### config.mk
export PLATFORM = sky130hd
export DESIGN_NAME = traffic_phase_ctrl_flat
export DESIGN_NICKNAME = d
export VERILOG_FILES = /design/src/rtl/traffic_phase_ctrl_pkg.sv /design/src/rtl/traffic_phase_ctrl_if.sv /design/src/rtl/traffic_tick_gen.sv /design/src/rtl/traffic_phase_ctrl.sv /design/src/flat_wrapper.sv
export SDC_FILE = /design/constraint.sdc
export NUM_CORES = 1
export LEC_CHECK = 0
export BUFFER_PORTS_ARGS = -buffer_cell sky130_fd_sc_hd__buf_4
export CORE_ASPECT_RATIO = 0.75
export CORE_MARGIN = 8
export CORE_UTILIZATION = 42
export DETAILED_ROUTE_END_ITERATION = 7
export GPL_ROUTABILITY_DRIVEN = 1
export PLACE_DENSITY = 0.64
export SLEW_MARGIN = 20
export SYNTH_ARGS = -nofsm -noshare
export SYNTH_HDL_FRONTEND = slang
export SYNTH_HIERARCHICAL = 1
export SYNTH_SLANG_ARGS = --single-unit
### constraint.sdc
create_clock -name clk -period 3.1 [get_ports clk]
set_input_delay 0.155 -clock clk [delete_from_list [all_inputs] [get_ports clk]]
set_output_delay 0.155 -clock clk [all_outputs]
set_load 0.02 [all_outputs]
### src/rtl/traffic_phase_ctrl_pkg.sv
// Shared definitions for the traffic phase controller: phase codes, light
// patterns, BCD digit width and small decode helpers.
package traffic_phase_ctrl_pkg;

  typedef enum logic [2:0] {
    PH_INIT   = 3'd0,
    PH_RED    = 3'd1,
    PH_GREEN  = 3'd2,
    PH_YELLOW = 3'd3,
    PH_FLASH  = 3'd4
  } phase_e;

  localparam logic [2:0] LIGHT_OFF    = 3'b000;
  localparam logic [2:0] LIGHT_RED    = 3'b001;
  localparam logic [2:0] LIGHT_GREEN  = 3'b010;
  localparam logic [2:0] LIGHT_YELLOW = 3'b100;

  localparam int BCD_W = 4;

  // Two-digit conversion; callers guarantee values stay below 100.
  function automatic logic [2*BCD_W-1:0] bin2bcd(input int unsigned v);
    logic [BCD_W-1:0] tens;
    logic [BCD_W-1:0] ones;
    tens = BCD_W'((v / 10) % 10);
    ones = BCD_W'(v % 10);
    return {tens, ones};
  endfunction

  function automatic logic [2:0] phase_light(input phase_e p);
    logic [2:0] l;
    case (p)
      PH_RED:    l = LIGHT_RED;
      PH_GREEN:  l = LIGHT_GREEN;
      PH_YELLOW: l = LIGHT_YELLOW;
      default:   l = LIGHT_OFF;
    endcase
    return l;
  endfunction

endpackage

### src/rtl/traffic_phase_ctrl_if.sv
// Signal bundle between the phase controller and the lab top level.
// The night input exists only when TRAFFIC_NIGHT_FLASH_EN is defined.
interface traffic_phase_ctrl_if;
  import traffic_phase_ctrl_pkg::*;

  logic             ped_req;
`ifdef TRAFFIC_NIGHT_FLASH_EN
  logic             night;
`endif
  logic [2:0]       phase;
  logic [2:0]       light;
  logic [BCD_W-1:0] sec_tens;
  logic [BCD_W-1:0] sec_ones;
  logic             ped_pending;
  logic             ped_ack;
  logic             tick;

`ifdef TRAFFIC_NIGHT_FLASH_EN
  modport master (output ped_req, output night,
                  input phase, input light, input sec_tens, input sec_ones,
                  input ped_pending, input ped_ack, input tick);
  modport slave  (input ped_req, input night,
                  output phase, output light, output sec_tens, output sec_ones,
                  output ped_pending, output ped_ack, output tick);
`else
  modport master (output ped_req,
                  input phase, input light, input sec_tens, input sec_ones,
                  input ped_pending, input ped_ack, input tick);
  modport slave  (input ped_req,
                  output phase, output light, output sec_tens, output sec_ones,
                  output ped_pending, output ped_ack, output tick);
`endif

endinterface

### src/rtl/traffic_tick_gen.sv
// Free-running divider: one-cycle tick every TICK_DIV clocks, on the last
// count before wrapping to zero.
module traffic_tick_gen #(
  parameter int TICK_DIV = 16777216
) (
  input  logic clk,
  input  logic rst,
  output logic tick_o
);

  localparam int CW = (TICK_DIV > 1) ? $clog2(TICK_DIV) : 1;
  localparam logic [CW-1:0] LAST = CW'(TICK_DIV - 1);
  localparam logic [CW-1:0] ONE  = CW'(1);

  logic [CW-1:0] cnt_q;
  logic [CW-1:0] cnt_d;

  assign tick_o = (cnt_q == LAST);

  always_comb begin
    cnt_d = tick_o ? '0 : cnt_q + ONE;
  end

  always_ff @(posedge clk) begin
    if (!rst) cnt_q <= '0;
    else      cnt_q <= cnt_d;
  end

endmodule

### src/rtl/traffic_phase_ctrl.sv
// Traffic-light phase controller with BCD countdown and pedestrian shortening
// of green. Optional night flashing mode via TRAFFIC_NIGHT_FLASH_EN.
module traffic_phase_ctrl
  import traffic_phase_ctrl_pkg::*;
#(
  parameter int TICK_DIV      = 16777216,
  parameter int RED_SEC       = 9,
  parameter int GREEN_SEC     = 6,
  parameter int YELLOW_SEC    = 3,
  parameter int PED_GREEN_SEC = 2,
  parameter int CNT_W         = 7
) (
  input  logic clk,
  input  logic rst,
  traffic_phase_ctrl_if.slave bus
);

  localparam logic [CNT_W-1:0] RED_L    = CNT_W'(RED_SEC);
  localparam logic [CNT_W-1:0] GREEN_L  = CNT_W'(GREEN_SEC);
  localparam logic [CNT_W-1:0] YELLOW_L = CNT_W'(YELLOW_SEC);
  localparam logic [CNT_W-1:0] PED_L    = CNT_W'(PED_GREEN_SEC);
  localparam logic [CNT_W-1:0] ONE      = CNT_W'(1);

  phase_e           phase_q, phase_d;
  logic [CNT_W-1:0] rem_q, rem_d;
  logic [2:0]       light_q, light_d;
  logic             pend_q, pend_d;
  logic             ack_q, ack_d;
  logic             tick;
  logic             night;
  logic             serve;

  traffic_tick_gen #(.TICK_DIV(TICK_DIV)) u_tick_gen (
    .clk    (clk),
    .rst    (rst),
    .tick_o (tick)
  );

`ifdef TRAFFIC_NIGHT_FLASH_EN
  assign night = bus.night;
`else
  assign night = 1'b0;
`endif

  assign serve = (phase_q == PH_GREEN) && pend_q;

  // A request arriving in the same cycle as service re-arms pending.
  always_comb begin
    phase_d = phase_q;
    rem_d   = rem_q;
    light_d = light_q;
    ack_d   = 1'b0;
    pend_d  = pend_q | bus.ped_req;
    if (tick) begin
      if (night) begin
        phase_d = PH_FLASH;
        rem_d   = '0;
        pend_d  = 1'b0;
        light_d = (phase_q == PH_FLASH) ? (light_q ^ LIGHT_YELLOW) : LIGHT_OFF;
      end else begin
        unique case (phase_q)
          PH_RED, PH_GREEN, PH_YELLOW: begin
            if (serve && (rem_q > PED_L)) begin
              rem_d = PED_L;
            end else if (rem_q != '0) begin
              rem_d = rem_q - ONE;
            end else begin
              unique case (phase_q)
                PH_RED:    begin phase_d = PH_GREEN;  rem_d = GREEN_L;  end
                PH_GREEN:  begin phase_d = PH_YELLOW; rem_d = YELLOW_L; end
                default:   begin phase_d = PH_RED;    rem_d = RED_L;    end
              endcase
            end
            if (serve) begin
              ack_d  = 1'b1;
              pend_d = bus.ped_req;
            end
          end
          default: begin
            phase_d = PH_RED;
            rem_d   = RED_L;
          end
        endcase
        light_d = phase_light(phase_d);
      end
    end
  end

  always_ff @(posedge clk) begin
    if (!rst) begin
      phase_q <= PH_INIT;
      rem_q   <= RED_L;
      light_q <= LIGHT_OFF;
      pend_q  <= 1'b0;
      ack_q   <= 1'b0;
    end else begin
      phase_q <= phase_d;
      rem_q   <= rem_d;
      light_q <= light_d;
      pend_q  <= pend_d;
      ack_q   <= ack_d;
    end
  end

  assign bus.phase       = phase_q;
  assign bus.light       = light_q;
  assign bus.ped_pending = pend_q;
  assign bus.ped_ack     = ack_q;
  assign bus.tick        = tick;
  assign {bus.sec_tens, bus.sec_ones} = bin2bcd(32'(rem_q));

endmodule

### src/flat_wrapper.sv
// flat-port wrapper written by rule: the top's interface ports become plain ports
module traffic_phase_ctrl_flat import traffic_phase_ctrl_pkg::*;
#(
  parameter int TICK_DIV      = 16777216,
  parameter int RED_SEC       = 9,
  parameter int GREEN_SEC     = 6,
  parameter int YELLOW_SEC    = 3,
  parameter int PED_GREEN_SEC = 2,
  parameter int CNT_W         = 7
)
  (clk, rst, bus_ped_req, bus_phase, bus_light, bus_sec_tens, bus_sec_ones, bus_ped_pending, bus_ped_ack, bus_tick);
  traffic_phase_ctrl_if bus_i ();
  input  logic clk;
  input  logic rst;
  input wire logic [$bits(bus_i.ped_req)-1:0] bus_ped_req;
  output wire logic [$bits(bus_i.phase)-1:0] bus_phase;
  output wire logic [$bits(bus_i.light)-1:0] bus_light;
  output wire logic [$bits(bus_i.sec_tens)-1:0] bus_sec_tens;
  output wire logic [$bits(bus_i.sec_ones)-1:0] bus_sec_ones;
  output wire logic [$bits(bus_i.ped_pending)-1:0] bus_ped_pending;
  output wire logic [$bits(bus_i.ped_ack)-1:0] bus_ped_ack;
  output wire logic [$bits(bus_i.tick)-1:0] bus_tick;
  assign bus_i.ped_req = bus_ped_req;
  assign bus_phase = bus_i.phase;
  assign bus_light = bus_i.light;
  assign bus_sec_tens = bus_i.sec_tens;
  assign bus_sec_ones = bus_i.sec_ones;
  assign bus_ped_pending = bus_i.ped_pending;
  assign bus_ped_ack = bus_i.ped_ack;
  assign bus_tick = bus_i.tick;
  traffic_phase_ctrl #(.TICK_DIV(TICK_DIV), .RED_SEC(RED_SEC), .GREEN_SEC(GREEN_SEC), .YELLOW_SEC(YELLOW_SEC), .PED_GREEN_SEC(PED_GREEN_SEC), .CNT_W(CNT_W)) u_core (.clk(clk), .rst(rst), .bus(bus_i));
endmodule
### Yosys cells after proc, flatten, opt, wreduce, memory -nomap -nowiden

Index checks and enable logic that the tools add are counted.

* add/subtract/negate cells: 2
* divide/modulo/power cells: 3
* $lt $le $gt $ge: 1
* equal/unequal tests: 7
* multiplexer cells: 14
* bitwise operators: 2
* reduce and logical (&&, ||, !) cells: 6

Operators by type and width (number)
* $div 7x4->32 const B: 1
* $mod 32x4->32 const B: 1
* $mod 7x4->32 const B: 1
* $add 24x1->24 const B: 1
* $eq 24x24->1 const B: 1
* $mux 7: 3
* $eq 3x2->1 const B: 4
* $mux 3: 4
* $pmux 3 s3: 1
* $pmux 4 s2: 1
* $gt 7x2->1 const B: 1
* $reduce_bool 7->1: 1
* $sub 7x1->7 const B: 1
* $eq 3x1->1 const B: 2
* $mux 1: 4
* $pmux 2 s2: 1
* $reduce_and 3->1: 1
* $reduce_or 3->1: 1
* $logic_and 1x1->1: 2
* $reduce_or 2->1: 1
* $not 1->1: 1
* $or 1x1->1: 1

* register bits: 39
* input port bits: 3
* output and inout bits: 17
* logic and storage cells: 41

### Depth between registers and ports, before layout

Gate-level depths: netlist of run 1.

* depth in word-level cells: 8
* mapped depth: 14
* depth with buffers taken out: 11

### By module

Netlist of run 1, hierarchy kept.

Modules (own cells, without submodules)
* traffic_phase_ctrl: instances 1, cells each 196, area an instance 1448.9 µm², seq. area each 300.3 µm²
* traffic_tick_gen: instances 1, cells each 128, area an instance 1118.6 µm², seq. area each 480.5 µm²

### Worst setup path before layout of run 1

No wires, ideal clock.

* kind: register to output
* from: register u_core.rem_q[5]
* to: output bus_sec_ones[2]
* arrival: 2.779 ns
* setup slack: 0.166 ns
* cell stages (with the launch flop): 13
* buffers on the path: 2
* path through: dfxtp_1 -> buf_4 -> nor2_2 -> inv_2 -> ha_1 -> clkbuf_2 -> nand3b_1 -> o22ai_1 -> a211o_1 -> a2111oi_2 -> o221ai_2 -> nand2_1 -> xor2_1

* word-level cells in the longest chain between the ends: 1

RTL lines
* start, declared: RTL line traffic_phase_ctrl.sv:25 `logic [CNT_W-1:0] rem_q, rem_d;`
* start signal, assigned: RTL line traffic_phase_ctrl.sv:98 `rem_q <= rem_d;`
* $mod 7x4->32: RTL line traffic_phase_ctrl_pkg.sv:25 `ones = BCD_W'(v % 10);`
* end, declared: RTL line flat_wrapper.sv:19 `output wire logic [$bits(bus_i.sec_ones)-1:0] bus_sec_ones;`

No other way between the ends.

### Final worst setup path of run 1

* from: register u_core.rem_q[4]
* to: output bus_sec_ones[3]

The elaborated chain is that of the path after synthesis.

==> Implementation_results.wiki, run 1 <==
{| class="wikitable"
! Metric !! Value
|-
| Placed Area || 0.00277 mm^2
|-
| Fraction of the mapped netlist area in simple logic gates || 34.0%
|-
| Antenna cells || 0
|-
| Endpoint kind of the worst setup timing path || output pin
|-
| Nature of the critical path startpoint || register
|-
| Ratio of total power to cell area || 328 mW/mm^2
|-
| Total global routing track utilization || 13.4%
|-
| Combinational family with the most area after synthesis || simple AND/OR/NAND/NOR gates
|-
| Share of the core filled with cells in the final layout || 50.0%
|-
| Worst Path Class, Setup || register to output pin
|-
| Number of nets with antenna violations after routing || 0
|-
| Max-slew violation count || 0
|-
| Highest-utilization routing layer at the global route stage || met2
|-
| Dominant cell type by area after synthesis || sky130_fd_sc_hd__dfxtp_1
|-
| Cell count after synthesis || 324
|-
| Total of warnings raised by yosys || 6
|-
| Number of antenna violations at the first check in global routing || 0
|-
| Cell depth of the worst min-delay path || 3
|-
| Final period util || 93.4%
|-
| Mux cell area share after synthesis || 0%
|-
| Final setup TNS || 0 ns
|-
| Number of iterations in the first detailed-routing pass || 4
|-
| Worst VDD drop || 0.190 mV
|-
| 1st-iter DRT viols || 176
|-
| Cell count of the worst reg-to-reg path || 8
|-
| Footprint of the flip-flops and latches || 781 um^2
|-
| Largest fanout of any net on the critical path || 11
|-
| Worst hold-check slack || 0.0924 ns
|-
| Weighted congestion at the end of routability-driven global placement || 0.902
|-
| Worst Skew || 0.00563 ns
|-
| Top post-synthesis cells by area || sky130_fd_sc_hd__dfxtp_1, sky130_fd_sc_hd__nor2_1, sky130_fd_sc_hd__o21ai_0
|-
| Die Height || 83.7 um
|-
| Clock tree from TritonCTS || built
|-
| Latest clock arrival within the worst-skew pair || 0.28 ns
|-
| Average footprint of a synthesized cell || 7.92 um^2
|-
| GR Util met1 || 19.2%
|-
| Post-Place Cells || 411
|-
| CTS clock-pin slew for the worst setup and hold paths || 0.07 ns
|-
| Count of state elements after synthesis || 39
|-
| Achievable frequency || 0.345 GHz
|-
| Number of buffers on the longest clock path || 2
|-
| Final worst path period need || 2.89 ns
|-
| Part of the Yosys area used for sequential elements || 30.4%
|-
| Area used by multi-input combinational logic || 0.00170 mm^2
|-
| Met3 Usage GRT || 3.24%
|-
| Port bufs || 19
|-
| DP Wirelength || 4250 um
|-
| Synth async-reset ratio || 0%
|-
| Transition time of the tightest slew-check pin || 0.817 ns
|-
| Share of Yosys cell area claimed by the top area cell type || 30.4%
|-
| Post-synth EDFFs || 0
|-
| Data required time of the worst path || 2.94 ns
|-
| Outcome || completed
|-
| Wire length of the first global-routing pass || 10200 um
|-
| Post-CTS Setup Bufs || 0
|-
| Maximum number of pins on one net before global-route repair || 20
|-
| Cell chosen for the clock root || sky130_fd_sc_hd__clkbuf_8
|-
| Hold Path Class || input pin to register
|-
| Net count of the finished layout || 349
|-
| Signed area change from the synthesized netlist to the final layout || 14.1%
|-
| Via count normalized by instance count || 5.53
|-
| Leakage dissipation || 1.05 nW
|-
| Core area || 0.00586 mm^2
|-
| Main synth FF type || sky130_fd_sc_hd__dfxtp_1
|-
| Relative slew margins || 45.5%
|-
| Compound-Gate Fraction of Synth Area || 20.9%
|-
| Aggregate global routing overflow || 0
|-
| Max cap viols || 0
|-
| Synth Area in Adders || 3.36%
|-
| Synthesized-area fraction occupied by xor and xnor cells || 6.48%
|-
| CP Data Arrival Time || 2.74 ns
|-
| Die outline area || 0.00890 mm^2
|-
| Final Hold Fails || 0
|-
| CTS buffer count || 5
|-
| H-Tree Depth || 2
|-
| Drt total wl || 5820 um
|-
| CTS Sinks || 39
|-
| Final setup violation count || 0
|-
| Synthesized area || 0.00257 mm^2
|-
| Floorplan die width || 106 um
|-
| Share of cells above drive strength 1 || 17.3%
|-
| Ranking of synthesized cells by instance count || sky130_fd_sc_hd__dfxtp_1, sky130_fd_sc_hd__nor2_1, sky130_fd_sc_hd__o21ai_0
|-
| Average wire length per cell after detail routing || 13.9 um
|-
| Final standard cell count with taps included and fillers excluded || 419
|-
| Std-Cell Rows || 24
|-
| Most frequently used cell type in the post-synthesis netlist || sky130_fd_sc_hd__dfxtp_1
|-
| Fill cell count || 563
|-
| GR Util met2 || 19.4%
|-
| IO Pins || 20
|-
| RSZ-0062 raised after global routing || no
|-
| Design Area, Final || 0.00293 mm^2
|-
| Via count || 2317
|-
| Library cells used by synthesis || 67
|-
| Vias in the first global route || 2120
|-
| Initial Utilization || 43.8%
|-
| Number of remaining DRC errors || 0
|-
| Mapped Nets || 333
|}
## cells by family (layout without fill, tap and decap cells)
| logic type | Yosys count | in the layout |
|---|---|---|
| buffers and inverters | 27 | 44 |
| DFF | 39 | 39 |
| and+or+nand+nor | 148 | 148 |
| xor gates and xnor gates | 19 | 19 |
| adders and majority gates | 7 | 7 |
| AOI/OAI and AO/OA | 84 | 84 |
## state kept, by name, indices dropped and copies added (netlist names)
| signal | count |
|---|---|
| u_core/bus.light | 3 |
| u_core/bus.ped_ack | 1 |
| u_core/bus.ped_pending | 1 |
| u_core/bus.phase | 3 |
| u_core/rem_q | 7 |
| u_core/u_tick_gen/cnt_q | 24 |
## metal layers
layer	share of wire [%]	up-vias
met2	43	38
met3	3.7	2
met5	0	-
li1	-	1215
met4	0.33	0
met1	53	1062
## cell usage in the layout, fill, tap and decap left out, drive strengths merged, types with 7 or more instances in the layout
cell | synthesis | layout
nand3 | 16 | 16
nor2b | 7 | 7
inv | 9 | 9
dfxtp | 39 | 39
xor2 | 8 | 8
nor2 | 36 | 36
xnor2 | 11 | 11
or3 | 10 | 10
a21oi | 21 | 21
buf | 7 | 25
o21ai | 29 | 29
nand2 | 18 | 18
nand4 | 10 | 10
nand2b | 9 | 9
## worst max-delay path: stages (launching register included)
cell and delay (ns):
sky130_fd_sc_hd__dfxtp_1 0.32, sky130_fd_sc_hd__nor2_2 0.13, sky130_fd_sc_hd__inv_2 0.08, sky130_fd_sc_hd__ha_4 0.32
sky130_fd_sc_hd__nand2_1 0.09, sky130_fd_sc_hd__a21oi_1 0.18, sky130_fd_sc_hd__o31ai_2 0.13, sky130_fd_sc_hd__or3_4 0.46
sky130_fd_sc_hd__a2111oi_0 0.31, sky130_fd_sc_hd__nand3b_1 0.16, sky130_fd_sc_hd__a32o_2 0.12, sky130_fd_sc_hd__buf_4 0.13
## final timing paths
path / end / slack (ns) / from
max: bus_sec_ones[3] / 0.21 / u_core/rem_q[4]$_SDFFE_PN0P_
min reg2reg: u_core/bus.light[2]$_SDFFE_PN0P_ / 0.48 / u_core/bus.light[2]$_SDFFE_PN0P_
max reg2reg: u_core/rem_q[6]$_SDFFE_PN0P_ / 0.88 / u_core/u_tick_gen/cnt_q[0]$_SDFF_PP0_
min: u_core/bus.ped_pending$_SDFF_PN0_ / 0.09 / bus_ped_req
## cell type report
cell class | instances | share of cell area (%)
multi-input combinational | 258 | 58.2
sequential | 39 | 26.7
timing repair buffer | 25 | 6.41
tap | 78 | 3.33
clock buffer | 6 | 2.82
inverter | 11 | 1.41
clock inverter | 2 | 1.20
## through the flow
stage / power (mW) / setup WS (ns)
final: 0.962 / 0.205
after global routing: 0.999 / 0.0257
after CTS: 0.975 / 0.0417
after detailed placement: 0.542 / 0.291
after global placement: 0.542 / 0.365
after floorplan: 0.535 / 0.166
## power by group
group / switching, mW / internal, mW
registers: 0.00440 / 0.505
clock network: 0.171 / 0.260
logic: 0.0135 / 0.00788
total: 0.189 / 0.773
## timing repair
item,4_1_cts,5_1_grt
setup endpoints to repair,1,6
resized for setup,2,5
cloned,0,0
hold buffers,0,0
(Power assumes the default switching activity.)
==> inputs of run 2 (changes only) <==
--- a/config.mk
+++ b/config.mk
@@ -7,11 +7,11 @@
 export LEC_CHECK = 0
 export BUFFER_PORTS_ARGS = -buffer_cell sky130_fd_sc_hd__buf_4
 export CORE_ASPECT_RATIO = 0.75
-export CORE_MARGIN = 8
+export CORE_MARGIN = 1
 export CORE_UTILIZATION = 42
 export DETAILED_ROUTE_END_ITERATION = 7
 export GPL_ROUTABILITY_DRIVEN = 1
-export PLACE_DENSITY = 0.64
+export PLACE_DENSITY = 0.66
 export SLEW_MARGIN = 20
 export SYNTH_ARGS = -nofsm -noshare
 export SYNTH_HDL_FRONTEND = slang
==> constraint.sdc (replaced) <==
create_clock -name clk -period 2.45 [get_ports clk]
set_input_delay 0.1225 -clock clk [delete_from_list [all_inputs] [get_ports clk]]
set_output_delay 0.1225 -clock clk [all_outputs]
set_load 0.02 [all_outputs]
==> run 2 against run 1 <==
Net effect: the flow now finishes with violations (negative setup slack); worst setup slack got worse by 0.58 ns; count of clock-buffer cells in the layout grew 2; wire length up 6.4%; clock power grew 10%; via count grew 4.9%; critical endpoint is now bus_sec_tens[1]; largest power group unchanged; highest routed layer unchanged.
==> Implementation_results.wiki, run 2 (synthesis gave the netlist of run 1 again) <==
{| class="wikitable"
! Metric !! Value
|-
| Outcome || complete, but fails checks
|-
| Violations in the final reports || negative setup slack
|-
| Share of cells above drive strength 1 || 26.4%
|-
| DP Wirelength || 4490 um
|-
| Achievable frequency || 0.354 GHz
|-
| Drt total wl || 6190 um
|-
| Max reg flops || 24
|-
| Leakage dissipation || 1.19 nW
|-
| Maximum number of pins on one net before global-route repair || 18
|-
| Final period util || 115%
|-
| RSZ-0062 raised after global routing || yes
|-
| Most common library cell in the layout ignoring fill and taps || sky130_fd_sc_hd__buf_4
|-
| Net Sw Power || 0.241 mW
|-
| Number of nets with antenna violations after routing || 0
|-
| Share of total power in combinational logic || 2.7%
|-
| CTS clock-pin slew for the worst setup and hold paths || 0.07 ns
|-
| Post-Route M1 WL || 3310 um
|-
| Signed area change from the synthesized netlist to the final layout || 27.0%
|-
| Hold buffer count at CTS || 0
|-
| Std-Cell Rows || 24
|-
| Via count || 2430
|-
| Share of the core filled with cells in the final layout || 55.7%
|-
| Aggregate global routing overflow || 0
|-
| Number of antenna violations at the first check in global routing || 0
|-
| Latest clock arrival within the worst-skew pair || 0.29 ns
|-
| Final Hold Fails || 0
|-
| Max cap viols || 0
|-
| Transition time of the tightest slew-check pin || 0.463 ns
|-
| Top Registers || u_core/u_tick_gen/cnt_q: 24 flops, u_core/rem_q: 7 flops
|-
| IO Pins || 20
|-
| Nature of the critical path startpoint || register
|-
| Weighted congestion at the end of routability-driven global placement || 0.946
|-
| Net count of the finished layout || 372
|-
| Internal power || 0.909 mW
|-
| Ratio of total power to cell area || 353 mW/mm^2
|-
| Highest routed layer || met4
|-
| Data required time of the worst path || 2.33 ns
|-
| Wire length of the first global-routing pass || 10600 um
|-
| Register ranked first by flip-flop count || u_core/u_tick_gen/cnt_q
|-
| Final setup violation count || 7
|-
| Total power || 1.15 mW
|-
| Core area || 0.00586 mm^2
|-
| Fill cell count || 576
|-
| Worst VDD drop || 0.237 mV
|-
| Met3 layer wire length in the routed design || 307 um
|-
| Die outline area || 0.00643 mm^2
|-
| CTS buffer count || 5
|-
| Setup slack of the critical path after layout || -0.373 ns
|-
| Endpoint kind of the worst setup timing path || output pin
|-
| H-Tree Depth || 2
|-
| Largest fanout of any net on the critical path || 8
|-
| Length of routed met2 wiring || 2490 um
|-
| Die Height || 69.7 um
|-
| Via count normalized by instance count || 5.50
|-
| Cell chosen for the clock root || sky130_fd_sc_hd__clkbuf_8
|-
| Floorplan die width || 92.3 um
|-
| Average wire length per cell after detail routing || 14.0 um
|-
| Total global routing track utilization || 20.3%
|-
| Port bufs || 19
|-
| Number of remaining DRC errors || 0
|-
| Initial Utilization || 43.8%
|-
| Sequential power share || 56.0%
|-
| CTS Sinks || 39
|-
| Worst Path Class, Setup || register to output pin
|-
| Antenna cells || 0
|-
| Relative slew margins || 69.1%
|-
| CP Data Arrival Time || 2.70 ns
|-
| Most frequent cells in the layout || sky130_fd_sc_hd__buf_4, sky130_fd_sc_hd__dfxtp_1, sky130_fd_sc_hd__nor2_1
|-
| Switching part of the total || 21.0%
|-
| Vias in the first global route || 2235
|-
| Number of buffers on the longest clock path || 2
|-
| 1st-iter DRT viols || 154
|-
| Final worst path period need || 2.82 ns
|-
| Worst Skew || 0.00751 ns
|-
| Clock tree from TritonCTS || built
|-
| Max-slew violation count || 0
|-
| Relative contribution of the clock network to total power || 41.3%
|-
| Number of iterations in the first detailed-routing pass || 4
|-
| Hold Path Class || input pin to register
|}
==> run 2: what timing repair did <==
action / in CTS / in global routing
setup buffers: 2 / 2
pin swaps: 6 / 1
gates cloned: 0 / 0
resized for setup: 15 / 7
setup endpoints to repair: 7 / 7
endpoints found under the hold margin: 0 / 0
==> run 2: path summary, 6_finish.rpt <==
path / startpoint / to / slack (ns) / cells after the start
worst max-delay path: u_core/rem_q[5]$_SDFFE_PN0P_ / bus_sec_tens[1] / -0.37 / 10
worst min-delay path: bus_ped_req / u_core/bus.ped_pending$_SDFF_PN0_ / 0.07 / 3
worst max register to register: u_core/rem_q[3]$_SDFFE_PN1P_ / u_core/bus.light[2]$_SDFFE_PN0P_ / 0.32 / 8
worst min register to register: u_core/bus.light[1]$_SDFFE_PN0P_ / u_core/bus.light[1]$_SDFFE_PN0P_ / 0.48 / 2
==> run 2: stage by stage <==
| step | setup WS [ns] | std cells | cell area, um^2 | TNS [ns] | hold slack [ns] |
|---|---|---|---|---|---|
| after floorplan | -0.240 | 324 | 2680 | -0.836 | 0.261 |
| after global placement | -0.113 | 430 | 3030 | -0.370 | 0.353 |
| after detailed placement | -0.175 | 430 | 3030 | -0.717 | 0.359 |
| after CTS | -0.337 | 440 | 3210 | -1.98 | 0.0578 |
| after global routing | -0.510 | 442 | 3260 | -3.20 | 0.0599 |
| final | -0.373 | 442 | 3260 | -2.24 | 0.0657 |
==> run 2: layout make-up <==
| type | count | area (um^2) | area share [%] |
|---|---|---|---|
| clock buffer | 8 | 100 | 3.07 |
| inverter | 11 | 41.3 | 1.27 |
| tap | 78 | 97.6 | 2.99 |
| multi-input combinational | 258 | 1840 | 56.5 |
| timing repair buffer | 48 | 399 | 12.2 |
| sequential | 39 | 782 | 24.0 |
==> run 2: per-layer routing <==
| layer | vias to the layer above | GRT usage (%) |
|---|---|---|
| met4 | 0 | 6.25 |
| met2 | 64 | 28.1 |
| met3 | 9 | 4.28 |
| met5 | - | 0 |
| li1 | 1260 | - |
| met1 | 1097 | 31.0 |
==> run 2: worst max-delay path: stages, from the launching register on <==
cell	delay (ns)
sky130_fd_sc_hd__dfxtp_2	0.34
sky130_fd_sc_hd__nor2_4	0.11
sky130_fd_sc_hd__inv_2	0.05
sky130_fd_sc_hd__ha_4	0.32
sky130_fd_sc_hd__nor3b_1	0.07
sky130_fd_sc_hd__o21ai_1	0.17
sky130_fd_sc_hd__a31oi_2	0.12
sky130_fd_sc_hd__or3_4	0.46
sky130_fd_sc_hd__or4_4	0.57
sky130_fd_sc_hd__o21ai_4	0.08
sky130_fd_sc_hd__buf_6	0.13
==> run 2: power by group through the flow <==
stage / Clock [mW] / Sequential (mW) / Combinational (mW)
6_report: 0.475 / 0.644 / 0.0308
5_1_grt: 0.529 / 0.645 / 0.0347
4_1_cts: 0.495 / 0.644 / 0.0311
3_5_place_dp: 0 / 0.659 / 0.0310
3_3_place_gp: 0 / 0.659 / 0.0307
2_1_floorplan: 0 / 0.659 / 0.0171
==> inputs of run 3 (changes only) <==
--- a/config.mk
+++ b/config.mk
@@ -8,10 +8,10 @@
 export BUFFER_PORTS_ARGS = -buffer_cell sky130_fd_sc_hd__buf_4
 export CORE_ASPECT_RATIO = 0.75
 export CORE_MARGIN = 1
-export CORE_UTILIZATION = 42
+export CORE_UTILIZATION = 48
 export DETAILED_ROUTE_END_ITERATION = 7
 export GPL_ROUTABILITY_DRIVEN = 1
-export PLACE_DENSITY = 0.66
+export PLACE_DENSITY = 0.74
 export SLEW_MARGIN = 20
 export SYNTH_ARGS = -nofsm -noshare
 export SYNTH_HDL_FRONTEND = slang
==> run 3 against run 2 <==
Net effect: the flow still finishes with violations (negative setup slack); cell area rose by 0.65%; maximum frequency up 0.74%; critical path depth rose by 1; combinational power shrank 7.8%; sequential share of layout area is 0.12 points lower; critical path type unchanged; via count grew 3.9%; wire length barely moved.
==> Implementation_results.wiki, run 3 (synthesis gave the netlist of run 1 again) <==
{| class="wikitable"
! Metric !! Value
|-
| Core area || 0.00501 mm^2
|-
| Transition time of the tightest slew-check pin || 0.446 ns
|-
| Floorplan die width || 86.5 um
|-
| DP Wirelength || 4410 um
|-
| Latest clock arrival within the worst-skew pair || 0.29 ns
|-
| Number of nets with antenna violations after routing || 0
|-
| Via count || 2524
|-
| Data required time of the worst path || 2.33 ns
|-
| Worst Path Buf+Inv || 2
|-
| Wire length of the first global-routing pass || 10700 um
|-
| Max reg flops || 24
|-
| Worst hold-check slack || 0.0597 ns
|-
| Relative slew margins || 70.2%
|-
| Chain of cells forming the critical path || nor2_4, inv_2, ha_4, nor4bb_2, o21a_1, a211o_1, a2111oi_4, o221ai_4, nand2_2, xor2_4, buf_6
|-
| Number of buffers on the longest clock path || 2
|-
| 1st-iter DRT viols || 167
|-
| Std-Cell Rows || 22
|-
| CTS clock-pin slew for the worst setup and hold paths || 0.08 ns
|-
| Cell count of the worst reg-to-reg path || 8
|-
| CTS Sinks || 39
|-
| Largest stage delay on the critical path || 0.40 ns
|-
| Final period util || 114%
|-
| Largest fanout of any net on the critical path || 6
|-
| Via count normalized by instance count || 5.74
|-
| Die outline area || 0.00565 mm^2
|-
| CTS buffer count || 5
|-
| Total global routing track utilization || 24.1%
|-
| Number of iterations in the first detailed-routing pass || 4
|-
| Final setup TNS || -2.20 ns
|-
| Max cap viols || 0
|-
| Ratio of total power to cell area || 352 mW/mm^2
|-
| Signed area change from the synthesized netlist to the final layout || 27.9%
|-
| Number of remaining DRC errors || 0
|-
| H-Tree Depth || 2
|-
| Vias in the first global route || 2293
|-
| Worst VDD drop || 0.328 mV
|-
| Fill cell count || 440
|-
| Most common library cell in the layout ignoring fill and taps || sky130_fd_sc_hd__buf_4
|-
| Antenna cells || 0
|-
| Final Hold Fails || 0
|-
| Cell chosen for the clock root || sky130_fd_sc_hd__clkbuf_8
|-
| Outcome || complete, but fails checks
|-
| Achievable frequency || 0.357 GHz
|-
| Setup slack of the critical path after layout || -0.352 ns
|-
| Max-slew violation count || 0
|-
| Initial Utilization || 51.2%
|-
| Aggregate global routing overflow || 0
|-
| Worst Path Class, Setup || register to output pin
|-
| Hold Path Class || input pin to register
|-
| RSZ-0062 raised after global routing || yes
|-
| CP top delay family || compound AO/OA/AOI/OAI gates
|-
| Worst Skew || 0.00796 ns
|-
| Violations in the final reports || negative setup slack
|-
| Final setup violation count || 7
|-
| Final worst path period need || 2.80 ns
|-
| Most frequent cells in the layout || sky130_fd_sc_hd__buf_4, sky130_fd_sc_hd__dfxtp_1, sky130_fd_sc_hd__nor2_1
|-
| Nature of the critical path startpoint || register
|-
| IO Pins || 20
|-
| Port bufs || 19
|-
| Number of antenna violations at the first check in global routing || 0
|-
| Top Registers || u_core/u_tick_gen/cnt_q: 24 flops, u_core/rem_q: 7 flops
|-
| Share of cells above drive strength 1 || 28.3%
|-
| Clock tree from TritonCTS || built
|-
| Endpoint kind of the worst setup timing path || output pin
|-
| Average wire length per cell after detail routing || 14.1 um
|-
| CP Data Arrival Time || 2.68 ns
|-
| Drt total wl || 6200 um
|-
| Net count of the finished layout || 376
|-
| Master of the slowest instance on the critical path || sky130_fd_sc_hd__a2111oi_4
|-
| Hold buffer count at CTS || 0
|-
| Die Height || 65.3 um
|-
| Register ranked first by flip-flop count || u_core/u_tick_gen/cnt_q
|-
| Weighted congestion at the end of routability-driven global placement || 0.965
|-
| Maximum number of pins on one net before global-route repair || 18
|-
| Leakage dissipation || 1.23 nW
|-
| Cell depth of the worst min-delay path || 3
|-
| Stages on worst setup path || 11
|}
==> run 3: area by class of cell <==
class                           instances  area (um^2)  area share (%)
Clock buffer                            8          100            3.05
Inverter                               11         41.3            1.26
Multi-Input combinational cell        258         1840            56.2
Sequential cell                        39          783            23.9
Tap cell                               72         90.1            2.74
Timing Repair Buffer                   52          424            12.9
==> run 3: final timing paths <==
check	from	to	slack, ns
worst max-delay path	u_core/rem_q[4]$_SDFFE_PN0P_	bus_sec_ones[2]	-0.35
worst min-delay path	bus_ped_req	u_core/bus.ped_pending$_SDFF_PN0_	0.06
worst max register to register	u_core/rem_q[3]$_SDFFE_PN1P_	u_core/bus.light[2]$_SDFFE_PN0P_	0.32
worst min register to register	u_core/bus.light[1]$_SDFFE_PN0P_	u_core/bus.light[1]$_SDFFE_PN0P_	0.48
==> run 3: tightest hold or removal path: stages <==
cell                      delay [ns]
sky130_fd_sc_hd__buf_4          0.07
sky130_fd_sc_hd__a21oi_1        0.03
sky130_fd_sc_hd__nor2b_1        0.09
==> run 3: layer usage <==
layer  GRT usage, %  share of wire, %  vias up
met4           7.29               1.7        0
met2           34.3                41       68
met5              0                 0        -
li1               -                 -     1265
met3           4.40               5.0       13
met1           36.5                52     1178
==> run 3: report_power, final <==
group | internal (mW) | switching (mW) | leakage, nW
registers | 0.639 | 0.00599 | 0.316
logic | 0.0110 | 0.0174 | 0.860
clock network | 0.257 | 0.224 | 0.0515
==> run 3: what timing repair did <==
action	CTS	global route
setup endpoints to repair	7	7
setup buffers	5	2
resized for setup	22	5
pin swaps	19	6
==> run 3: per-stage QoR <==
stage	power, mW	setup slack, ns	cell area, um^2	std cells	util [%]
2_1_floorplan	0.677	-0.240	2680	324	-
3_3_place_gp	0.687	-0.119	3010	425	60.2
3_5_place_dp	0.688	-0.159	3010	425	60.2
4_1_cts	1.16	-0.363	3250	438	64.8
5_1_grt	1.20	-0.473	3280	440	65.5
6_report	1.15	-0.352	3280	440	65.5
